[src/rtl/uncache_axi_bridge_pkg.sv]
// Shared encodings for the uncached AXI bridge: burst/resp codes, size codes,
// the FSM state enum and the latched request record.
package uncache_axi_bridge_pkg;

    localparam logic [1:0] BURST_INCR  = 2'b01;

    localparam logic [1:0] RESP_OKAY   = 2'b00;
    localparam logic [1:0] RESP_EXOKAY = 2'b01;
    localparam logic [1:0] RESP_SLVERR = 2'b10;
    localparam logic [1:0] RESP_DECERR = 2'b11;

    localparam logic [1:0] SIZE_BYTE   = 2'd0;
    localparam logic [1:0] SIZE_HALF   = 2'd1;
    localparam logic [1:0] SIZE_WORD   = 2'd2;

    typedef enum logic [2:0] {
        ST_IDLE   = 3'd0,
        ST_RD_AR  = 3'd1,
        ST_RD_R   = 3'd2,
        ST_WR_AWW = 3'd3,
        ST_WR_B   = 3'd4
    } state_t;

    typedef struct packed {
        logic        wr;
        logic [31:0] paddr;
        logic [1:0]  size;
        logic [3:0]  wstrb;
        logic [31:0] wdata;
    } req_t;

endpackage

[src/rtl/uncache_axi_bridge.sv]
// Uncached data access engine: one single-beat AXI read or write per LSU request.
// Latency: accept T0, address/data handshake T1, r/b beat T2, resp_valid pulse T3 (ready slaves).
// Backpressure: req_ready only in IDLE; every AXI valid is registered and held until its handshake.
module uncache_axi_bridge
    import uncache_axi_bridge_pkg::*;
#(
    parameter int                  AXI_ID_W = 4,
    parameter logic [AXI_ID_W-1:0] AXI_ID   = AXI_ID_W'(1)
) (
    input  logic                clk,
    input  logic                rst_n,

    input  logic                req_valid,
    output logic                req_ready,
    input  logic                req_wr,
    input  logic [31:0]         req_paddr,
    input  logic [1:0]          req_size,
    input  logic [3:0]          req_wstrb,
    input  logic [31:0]         req_wdata,

    output logic                resp_valid,
    output logic [31:0]         resp_rdata,
    output logic                resp_err,

    output logic [AXI_ID_W-1:0] arid,
    output logic [31:0]         araddr,
    output logic [7:0]          arlen,
    output logic [2:0]          arsize,
    output logic [1:0]          arburst,
    output logic                arvalid,
    input  logic                arready,

    input  logic [AXI_ID_W-1:0] rid,
    input  logic [31:0]         rdata,
    input  logic [1:0]          rresp,
    input  logic                rlast,
    input  logic                rvalid,
    output logic                rready,

    output logic [AXI_ID_W-1:0] awid,
    output logic [31:0]         awaddr,
    output logic [7:0]          awlen,
    output logic [2:0]          awsize,
    output logic [1:0]          awburst,
    output logic                awvalid,
    input  logic                awready,

    output logic [31:0]         wdata,
    output logic [3:0]          wstrb,
    output logic                wlast,
    output logic                wvalid,
    input  logic                wready,

    input  logic [AXI_ID_W-1:0] bid,
    input  logic [1:0]          bresp,
    input  logic                bvalid,
    output logic                bready
);

    state_t state;
    req_t   req_q;
    logic   aw_done;
    logic   w_done;
    logic   aw_fire;
    logic   w_fire;

    assign req_ready = (state == ST_IDLE);
    assign aw_fire   = awvalid & awready;
    assign w_fire    = wvalid & wready;

    // Address/data channels are driven straight from the latched request.
    assign arid    = AXI_ID;
    assign araddr  = req_q.paddr;
    assign arlen   = 8'd0;
    assign arsize  = {1'b0, req_q.size};
    assign arburst = BURST_INCR;

    assign awid    = AXI_ID;
    assign awaddr  = req_q.paddr;
    assign awlen   = 8'd0;
    assign awsize  = {1'b0, req_q.size};
    assign awburst = BURST_INCR;

    assign wdata   = req_q.wdata;
    assign wstrb   = req_q.wstrb;
    assign wlast   = 1'b1;

    logic unused_inputs;
    assign unused_inputs = ^{rid, bid, rlast, rresp[0], bresp[0], req_q.wr};

    always_ff @(posedge clk or negedge rst_n) begin
        if (!rst_n) begin
            state      <= ST_IDLE;
            req_q      <= '0;
            aw_done    <= 1'b0;
            w_done     <= 1'b0;
            arvalid    <= 1'b0;
            rready     <= 1'b0;
            awvalid    <= 1'b0;
            wvalid     <= 1'b0;
            bready     <= 1'b0;
            resp_valid <= 1'b0;
            resp_rdata <= '0;
            resp_err   <= 1'b0;
        end else begin
            resp_valid <= 1'b0;
            case (state)
                ST_IDLE: begin
                    if (req_valid) begin
                        req_q <= '{wr: req_wr, paddr: req_paddr, size: req_size,
                                   wstrb: req_wstrb, wdata: req_wdata};
                        if (req_wr) begin
                            state   <= ST_WR_AWW;
                            awvalid <= 1'b1;
                            wvalid  <= 1'b1;
                            aw_done <= 1'b0;
                            w_done  <= 1'b0;
                        end else begin
                            state   <= ST_RD_AR;
                            arvalid <= 1'b1;
                        end
                    end
                end
                ST_RD_AR: begin
                    if (arready) begin
                        arvalid <= 1'b0;
                        rready  <= 1'b1;
                        state   <= ST_RD_R;
                    end
                end
                ST_RD_R: begin
                    if (rvalid) begin
                        rready     <= 1'b0;
                        resp_valid <= 1'b1;
                        resp_rdata <= rdata;
                        resp_err   <= rresp[1];
                        state      <= ST_IDLE;
                    end
                end
                ST_WR_AWW: begin
                    // AW and W complete independently; move on once both have gone.
                    if (aw_fire) begin
                        awvalid <= 1'b0;
                        aw_done <= 1'b1;
                    end
                    if (w_fire) begin
                        wvalid <= 1'b0;
                        w_done <= 1'b1;
                    end
                    if ((aw_done | aw_fire) & (w_done | w_fire)) begin
                        bready <= 1'b1;
                        state  <= ST_WR_B;
                    end
                end
                ST_WR_B: begin
                    if (bvalid) begin
                        bready     <= 1'b0;
                        resp_valid <= 1'b1;
                        resp_rdata <= '0;
                        resp_err   <= bresp[1];
                        state      <= ST_IDLE;
                    end
                end
                default: state <= ST_IDLE;
            endcase
        end
    end

endmodule
[config.mk]
export PLATFORM = sky130hd
export DESIGN_NAME = uncache_axi_bridge
export DESIGN_NICKNAME = d
export VERILOG_FILES = /design/src/rtl/uncache_axi_bridge_pkg.sv /design/src/rtl/uncache_axi_bridge.sv
export SDC_FILE = /design/constraint.sdc
export NUM_CORES = 1
export LEC_CHECK = 0
export CAP_MARGIN = 20
export CORE_UTILIZATION = 34
export DETAILED_ROUTE_END_ITERATION = 16
export GPL_TIMING_DRIVEN = 1
export PLACE_DENSITY = 0.77
export SYNTH_ARGS = -nofsm -noshare
export SYNTH_HDL_FRONTEND = slang
export SYNTH_SLANG_ARGS = --single-unit
[constraint.sdc]
create_clock -name clk -period 1.5 [get_ports clk]
set_input_delay 0.225 -clock clk [delete_from_list [all_inputs] [get_ports clk]]
set_output_delay 0.225 -clock clk [all_outputs]
set_load 0.01 [all_outputs]
==> results of run 1 <==
report_power, final:
part / switching, mW / total [mW] / internal (mW)
combinational: 3.43 / 7.90 / 4.47
sequential: 0.946 / 5.61 / 4.67
clock: 1.35 / 4.18 / 2.83
flip-flops by register name, summed over array words and instances, names as in the netlist:
name,cells
wdata,32
w_done,1
bready,1
aw_done,1
arsize,2
state,3
resp_valid,1
resp_rdata,32
rready,1
wvalid,1
resp_err,1
wstrb,4
arvalid,1
awvalid,1
araddr,32
layer usage:
metal	GRT usage [%]	share of wire [%]
met4	5.88	2.2
met1	18.9	38
met5	0	0
met2	32.1	54
met3	5.84	6.2
through the flow:
| stage | instance area (um2) | setup WS [ns] | std cells | utilization [%] |
|---|---|---|---|---|
| 3_5_place_dp | 7670 | -0.316 | 819 | 52.6 |
| 6_report | 8410 | -0.145 | 863 | 57.6 |
| 3_3_place_gp | 7670 | -0.274 | 819 | 52.6 |
| 2_1_floorplan | 5250 | -0.0716 | 438 | - |
| 4_1_cts | 8260 | -0.141 | 858 | 56.6 |
| 5_1_grt | 8410 | -0.185 | 863 | 57.6 |
critical path, cell delays in order, from the launching register on:
cell,delay (ns)
dfrtp_2,0.46
or3b_1,0.48
mux2_4,0.33
mux2_4,0.25
Yosys cell counts (all sizes together):
cell	number
nand2b	2
nor3b	1
a311oi	1
or3b	1
a22o	2
mux2	72
a32o	1
clkbuf	3
a21o	1
dfrtp	114
nand2	35
o211ai	1
mux2i	32
buf	80
nor4b	2
inv	37
a2bb2oi	1
and3b	1
o21bai	1
conb	2
nor2	1
a31oi	3
a21oi	7
nand3b	3
nor3	1
o21ai	2
o31ai	2
kinds of logic (layout without fill, tap and decap cells):
group / count (synthesis) / in the layout / synth area share (%)
buffers and inverters: 120 / 361 / 14.5
and+or+nand+nor: 47 / 47 / 4.38
AOI/OAI and AO/OA: 22 / 22 / 3.08
other: 2 / 31 / 0.147
muxes: 104 / 104 / 22.2
DFF: 114 / 114 / 55.8
worst max path at each step:
| stage | from | end | slack, ns | cells after the start |
|---|---|---|---|---|
| 4_1_cts | state[0] | araddr[2] | -0.14 | 5 |
| 3_3_place_gp | req_valid | araddr[22] | -0.27 | 5 |
| 5_1_grt | state[1] | resp_err | -0.18 | 3 |
| 6_report | state[1] | resp_err | -0.15 | 3 |
| 3_5_place_dp | req_valid | arsize[1] | -0.32 | 5 |
| 2_1_floorplan | state[0] | resp_err | -0.07 | 4 |
cell usage in the layout (no fill, tap or decap), types with 2 or more instances in the layout:
cell,Yosys,routed
clkbuf_1,3,2
dlygate4sd2_1,0,143
dfrtp_2,0,2
clkbuf_16,0,19
o21ai_0,2,2
a21oi_1,6,6
clkinv_2,0,2
buf_4,73,21
buf_12,0,7
a22o_1,2,2
o31ai_1,2,2
buf_6,1,3
inv_1,37,37
clkbuf_8,0,5
nand3b_1,3,3
a31oi_1,3,3
mux2i_1,32,28
nand2b_1,2,2
conb_1,2,31
dfrtp_1,114,112
mux2_2,71,58
bufinv_16,0,3
nand2_1,35,35
mux2i_2,0,2
mux2_4,1,14
mux2i_4,0,2
buf_16,0,2
clkinvlp_4,0,2
clkdlybuf4s50_1,0,111
layout make-up:
type	instances	area [um2]	share of cell area (%)
Clock inverter	8	124	1.47
Tap cell	184	230	2.74
Inverter	37	139	1.65
Sequential cell	114	2860	34.0
Timing Repair Buffer	292	2830	33.7
Clock buffer	24	502	5.97
Multi-Input combinational cell	204	1730	20.6
what timing repair did:
| action | in CTS | in global routing |
|---|---|---|
| setup endpoints to repair | 247 | 103 |
| hold buffers | 1 | 0 |
| resized for setup | 159 | 19 |
| buffers inserted | 4 | 3 |
| pin swaps | 1 | 2 |
| hold endpoints to repair | 114 | 0 |
| gates cloned | 2 | 2 |
==> metrics, run 1 <==
Ys Warns 0; max_cap viols 0; ranking of synthesized cells by area dfrtp_1, mux2_2, buf_4, mux2i_1, inv_1; Placement Rows 44; RSZ-0062 raised after global routing true; # IOs 299; die width between 100 and 150 um; Clock Skew about 0.010 ns; kind of end point of the critical path flop; worst hold slack roughly 0.17 ns; synth unique cells 32; syn avg cell area about 13 um2; Pleak between 4 and 5 nW; Clock Tree Buf Depth 2; IO Port Bufs 256; initial antenna violation count 0; layout cells sized above 1 21.8%; clk_lat worst skew approximately 0.4 ns; Worst R2R End resp_err; core box area 0.0146 mm2; starting density of the core a little over a third; Slew Limit Headroom approximately 60%; #FFs+latches synth around 110; DR WL/cell 15.5 um; Starting DRT DRC Count 71; DR DRC count 0; Synth top area share between 50% and 60%; vias in the first global route 4037; n_diodes 0; DR vias/cell between 4 and 5; post-synthesis sequential area ratio a little under three fifths; Setup-failing EPs final 77; Hold Crit Class input pin to async pin; CTS sink count about 110; CTS root buffer clkbuf_16; gate count of the mapped netlist ~400; overflow left after global routing 0; pin count of the biggest net entering global routing 111; die height between 100 and 150 um; total CTS buffers 17; Peak VDD IR between 1 and 1.5 mV; startpoint types flop; Max Slew Vio Count 0; Routed Antenna Nets 0; Tmin final approximately 1.6 ns; Power, Total ~18 mW; RD Place Congestion about 0.74; Post-DP HPWL slightly below 10000 um; H-Tree Depth 4; TNS Setup -7.82 ns; flop2flop setup slack -0.15 ns; via count 3842; gr usage total between 15 and 20%; Syn-to-layout area delta 64.3%; Pwr Density 2100 mW/mm2; Worst Setup Path Type flop to flop; Slew @ Worst Pin about 0.58 ns; FMAX 0.608 GHz; status complete, but fails checks; cell taking the most area after synthesis dfrtp_1; CTS tree built; die area between 0.015 and 0.02 mm2; critical path required time 1.78 ns; worst r2r path cells 3; CP arrival between 1.5 and 2 ns; drt pass-1 iters 4; slack of the critical path -0.145 ns; part of the cycle the worst path needs 110%; Clk pin slew, worst setup/hold paths roughly 0.06 ns; failing checks negative setup slack; Hold Violations, Final 0; final net count 790; first-pass GRT wire length roughly 21000 um; Routed WL between 10000 and 15000 um; source of the worst register-to-register timing path state[1]; Fill cells about 1200; cell area after synthesis 0.00512 mm2; crit-path max FO 6
(Power assumes the default switching activity.)
==> run 2, diff against run 1 <==
--- a/config.mk
+++ b/config.mk
@@ -6,6 +6,7 @@
 export NUM_CORES = 1
 export LEC_CHECK = 0
 export CAP_MARGIN = 20
+export CORE_MARGIN = 3
 export CORE_UTILIZATION = 34
 export DETAILED_ROUTE_END_ITERATION = 16
 export GPL_TIMING_DRIVEN = 1
==> run 2 against run 1 <==
The run still ends with negative setup slack left. Utilization up 1.6 points. Die area up 6.5%. Critical path depth up 3. Hold slack better by 0.21 ns. Via count up 1.3%. Clock skew about the same. Sequential power up 1%. Sequential share of layout area down 1.1 points. Non-clock buffer count up 2. Total power up 5.2%. Global-route usage down 0.34 points. Largest power group unchanged. Highest routed layer unchanged.
==> metrics, run 2 (synthesized netlist as in run 1, its figures left out) <==
RSZ-0062 raised after global routing true; slack of the critical path -0.152 ns; CTS tree built; CTS root buffer clkbuf_16; Syn-to-layout area delta 69.7%; overflow left after global routing 0; critical path required time about 1.8 ns; startpoint types flop; Slew @ Worst Pin roughly 0.60 ns; DR DRC count 0; Worst Setup Path Type flop to flop; final net count approximately 790; status complete, but fails checks; utilization after layout 59.3%; # IOs 299; clk_lat worst skew 0.41 ns; source of the worst register-to-register timing path state[2]; DR vias/cell roughly 4.5; max_cap viols 0; starting density of the core between 30% and 40%; initial antenna violation count 0; Hold EP resp_rdata[2]; Routed Antenna Nets 0; crit-path max FO 8; layout cells sized above 1 approximately 22%; gr usage total between 10% and 20%; die area ~0.017 mm2; Worst R2R End arsize[1]; most common cell after layout, fill and taps aside dlygate4sd2_1; CTS sink count 114; pin count of the biggest net entering global routing 115; Placement Rows 44; Routed WL around 15000 um; H-Tree Depth 4; IO Port Bufs approximately 260; flop2flop setup slack -0.15 ns; Peak VDD IR approximately 1.1 mV; Slew Limit Headroom 59.8%; RD Place Congestion between 0.7 and 0.8; failing checks negative setup slack; Post-DP HPWL between 9000 and 10000 um; Pwr Density between 2000 and 2500 mW/mm2; first-pass GRT wire length between 20000 and 25000 um; hold path startpoint rdata[2]; Hold Crit Class input pin to flop; part of the cycle the worst path needs 110%; Pleak approximately 4.2 nW; Clk pin slew, worst setup/hold paths approximately 0.05 ns; Max Slew Vio Count 0; total CTS buffers 17; kind of end point of the critical path flop; worst slack, placed -0.406 ns; core box area between 0.01 and 0.015 mm2; die width roughly 130 um; n_diodes 0; Tmin final between 1.5 and 2 ns; FMAX between 0.6 and 0.7 GHz; Hold Violations, Final 0; Clock Skew approximately 0.010 ns; Setup-failing EPs final roughly 100; TNS Setup -9.40 ns; worst r2r path cells 6; die height approximately 130 um; Clock Tree Buf Depth 2; hold depth 3; drt pass-1 iters 5; Starting DRT DRC Count 100; vias in the first global route ~4000; commonest non-fill, non-tap cells in the layout dlygate4sd2_1, dfrtp_1, clkdlybuf4s50_1; via count 3892; DR WL/cell ~17 um; CP arrival approximately 1.9 ns
run 2: metal layers:
metal  global-route usage (%)  wire length (um)
met5                        0                 0
met4                     6.36               302
met3                     4.73               978
met2                     30.1              7850
met1                     20.3              5950
run 2: stage by stage:
| step | cell area [um2] | instances | hold slack [ns] | total power [mW] |
|---|---|---|---|---|
| final | 8680 | 864 | 0.376 | 18.6 |
| after global routing | 8680 | 864 | 0.369 | 19.6 |
| after CTS | 8500 | 860 | 0.353 | 18.3 |
| after detailed placement | 7580 | 811 | 0.378 | 14.3 |
| after global placement | 7580 | 811 | 0.356 | 14.1 |
| after floorplan | 5250 | 438 | -0.0706 | 9.85 |
run 2: what timing repair did:
action,CTS,global route
endpoints found under the setup margin,248,110
cloned,7,3
buffers inserted,10,6
hold endpoints to repair,114,0
gates resized for setup,195,45
hold buffers,1,0
pin swaps,2,6
run 2: layout make-up:
cell class | count | area, um2
Clock inverter | 11 | 160
Multi-Input combinational cell | 204 | 1910
Tap cell | 184 | 230
Fill cell | 1248 | 5960
Timing Repair Buffer | 294 | 2930
Clock buffer | 20 | 457
Sequential cell | 114 | 2860
Inverter | 37 | 139
run 2: worst max-delay path by stage:
stage / startpoint / to / slack [ns]
floorplan: state[0] / resp_err / -0.07
global placement: req_valid / araddr[0] / -0.36
finish: state[2] / arsize[1] / -0.15
detailed placement: req_valid / araddr[7] / -0.41
global route: state[2] / resp_rdata[26] / -0.20
CTS: state[1] / resp_rdata[6] / -0.13
run 2: critical path, cell delays in order (launching register included):
cell	delay (ns)
dfrtp_1	0.40
buf_6	0.13
nor4b_4	0.21
buf_6	0.20
buf_12	0.12
clkbuf_16	0.16
mux2_4	0.31
run 2: power breakdown:
group / internal (mW) / switching, mW / total [mW]
combinational: 5.03 / 3.68 / 8.72
sequential: 4.67 / 1.00 / 5.67
clock: 2.84 / 1.39 / 4.23
==> run 3, diff against run 2 <==
--- a/config.mk
+++ b/config.mk
@@ -5,12 +5,14 @@
 export SDC_FILE = /design/constraint.sdc
 export NUM_CORES = 1
 export LEC_CHECK = 0
+export ABC_AREA = 1
 export CAP_MARGIN = 20
 export CORE_MARGIN = 3
-export CORE_UTILIZATION = 34
+export CORE_UTILIZATION = 35
+export CTS_CLUSTER_SIZE = 20
 export DETAILED_ROUTE_END_ITERATION = 16
 export GPL_TIMING_DRIVEN = 1
-export PLACE_DENSITY = 0.77
+export PLACE_DENSITY = 0.78
 export SYNTH_ARGS = -nofsm -noshare
 export SYNTH_HDL_FRONTEND = slang
 export SYNTH_SLANG_ARGS = --single-unit
==> run 3 against run 2 <==
The run now ends clean. Via count is 18% higher. Clock power is 1% higher. Non-clock buffer count is 15 lower. Sequential cell count stayed put. Cell area is 5.1% lower. Synthesized cell count is 44% higher. Register-to-register slack better by 0.25 ns. Clock-buffer cell count is 2 higher. Synthesized area is 3.7% higher. Largest power group unchanged.
==> metrics, run 3 <==
gate count of the mapped netlist 587; critical path required time between 1 and 1.5 ns; worst hold slack around 0.35 ns; CTS root buffer clkbuf_16; # IOs ~300; drt pass-1 iters 4; largest family of logic cells by synthesized area simple AND/OR/NAND/NOR gates; CP peak stage delay 0.40 ns; Max Slew Vio Count 0; Adder-Cell Fraction of Synth Area 0%; synth unique cells 26; n_diodes 0; Syn-to-layout area delta 55.3%; FMAX approximately 0.69 GHz; Pleak between 4 and 5 nW; share of flip-flops with an asynchronous set or reset 100%; CP arrival between 1 and 1.5 ns; commonest non-fill, non-tap cells in the layout nand2_1, dlygate4sd2_1, dfrtp_1; pin count of the biggest net entering global routing 61; #FFs+latches synth roughly 110; Bufs and invs on worst path 2; Placed Area 0.00774 mm2; vias in the first global route roughly 4600; Synth top area share around 54%; Post-Synth XOR/XNOR Area 0%; DR WL/cell approximately 14 um; final net count ~950; die height roughly 130 um; startpoint types flop; CP top delay family flip-flops; Starting DRT DRC Count approximately 180; die width roughly 130 um; CTS sink count ~110; synth cell count leaders nand2_1, dfrtp_1, buf_4, nand3_1, nand3_2; cell taking the most area after synthesis dfrtp_1; Clock Tree Buf Depth 2; RD Place Congestion approximately 0.79; H-Tree Depth 4; syn avg cell area 9.04 um2; Worst Setup Path Type flop to output pin; Compound-Gate Fraction of Synth Area less than 1%; post-synthesis sequential area ratio 53.8%; worst slack, placed -0.00436 ns; Final Instance Count excl. Fillers a little over 1000; layout cells sized above 1 12.2%; via count 4582; Hold Violations, Final 0; RSZ-0062 raised after global routing true; Finished Cell Area 0.00824 mm2; IO Port Bufs between 200 and 300; Setup-failing EPs final 0; kind of end point of the critical path output pin; DR DRC count 0; starting density of the core between 30% and 40%; Clk pin slew, worst setup/hold paths 0.05 ns; DR vias/cell approximately 4.5; Post-DP HPWL about 11000 um; Ys Warns 0; Fill cells roughly 1400; Placement Rows 44; Hold Crit Class input pin to flop; Tmin final roughly 1.5 ns; total CTS buffers 17; utilization after layout between 50% and 60%; mux contribution to synthesized area 0%; slack of the critical path 0.0446 ns; initial antenna violation count 0; Synth Area in Simple Gates about a third; first-pass GRT wire length 23300 um; Clock Skew between 0.006 and 0.007 ns; max_cap viols 0; cell area after synthesis ~0.0053 mm2; CTS tree built; EDFF count, synth 0; gr usage total between 10% and 20%; ranking of synthesized cells by area dfrtp_1, nand2_1, buf_4, nand3_1, nand3_2; ys flop type dfrtp_1; CP cell instances inv_2 -> nand2_2 -> nor2_4 -> buf_2; most common cell after layout, fill and taps aside nand2_1; Placed Instances 983; overflow left after global routing 0; Pwr Density roughly 2100 mW/mm2; Peak VDD IR ~1.0 mV; Routed Antenna Nets 0; die area about 0.017 mm2; Routed WL about 15000 um; highest-delay cell along the critical path dfrtp_1; most frequent cell after synthesis nand2_1; crit-path max FO 4; status completed; core box area approximately 0.015 mm2; part of the cycle the worst path needs between 90% and 100%; clk_lat worst skew around 0.4 ns
run 3: changes by cell type in the layout (fill, tap and decap cells not counted), moves of 7 or more:
cell and delta:
mux2_2 -7, nand2_1 +222, inv_1 -30, buf_6 -8
nand3_2 +21, nand3_1 +56, mux2_4 -65, nand2_2 +13
mux2i_1 -30
run 3: final cells by class:
| type | instances | area [um2] | share of cell area [%] |
|---|---|---|---|
| Multi-Input combinational cell | 398 | 1810 | 22.0 |
| Timing Repair Buffer | 279 | 2660 | 32.3 |
| Clock inverter | 10 | 155 | 1.88 |
| Inverter | 12 | 51.3 | 0.623 |
| Sequential cell | 114 | 2860 | 34.7 |
| Tap cell | 184 | 230 | 2.79 |
| Clock buffer | 22 | 474 | 5.76 |
run 3: final timing paths:
check	from	end	slack, ns	cells after the start
hold / removal	req_paddr[5]	araddr[5]	0.35	3
max in group asynchronous	rst_n	wdata[8]	0.82	3
min in group asynchronous	rst_n	resp_rdata[1]	0.37	3
hold reg to reg	wdata[13]	wdata[13]	0.47	2
setup / recovery	state[1]	req_ready	0.04	4
setup reg to reg	state[0]	resp_rdata[18]	0.10	7
run 3: what timing repair did:
item | in CTS | in global routing
pin swaps | 0 | 2
gates resized for setup | 147 | 5
setup endpoints to repair | 143 | 16
endpoints found under the hold margin | 114 | 0
setup buffers | 0 | 3
hold buffers | 1 | 0
cloned | 0 | 0
run 3: power by group:
| part | internal [mW] | leakage, nW | switching [mW] |
|---|---|---|---|
| clock | 2.90 | 0.306 | 1.39 |
| combinational | 3.39 | 2.70 | 4.03 |
| sequential | 4.54 | 1.42 | 0.866 |
| total | 10.8 | 4.43 | 6.28 |
run 3: kinds of logic after synthesis:
| group | count (synthesis) |
|---|---|
| simple gates | 363 |
| flops | 114 |
| buf+inv | 104 |
| compound gates | 4 |
| other cells | 2 |
run 3: metal layers:
metal | global-route usage, % | vias up | wire length [um]
li1 | - | 2217 | -
met1 | 21.1 | 2144 | 5900
met2 | 29.1 | 206 | 7210
met3 | 6.88 | 15 | 1430
met4 | 5.62 | 0 | 184
met5 | 0 | - | 0
run 3: metrics by stage:
stage          TNS (ns)  total power [mW]
2_1_floorplan         0              9.88
3_3_place_gp          0              14.0
3_5_place_dp   -0.00436              14.2
4_1_cts          -0.118              17.3
5_1_grt         -0.0211              18.4
6_report              0              17.1
run 3: worst register-to-register path: cells and delay by family (launching register included):
kind                   cells  cell delay, ns
buffers and inverters      2            0.35
DFF                        1            0.41
and+or+nand+nor            5            0.56
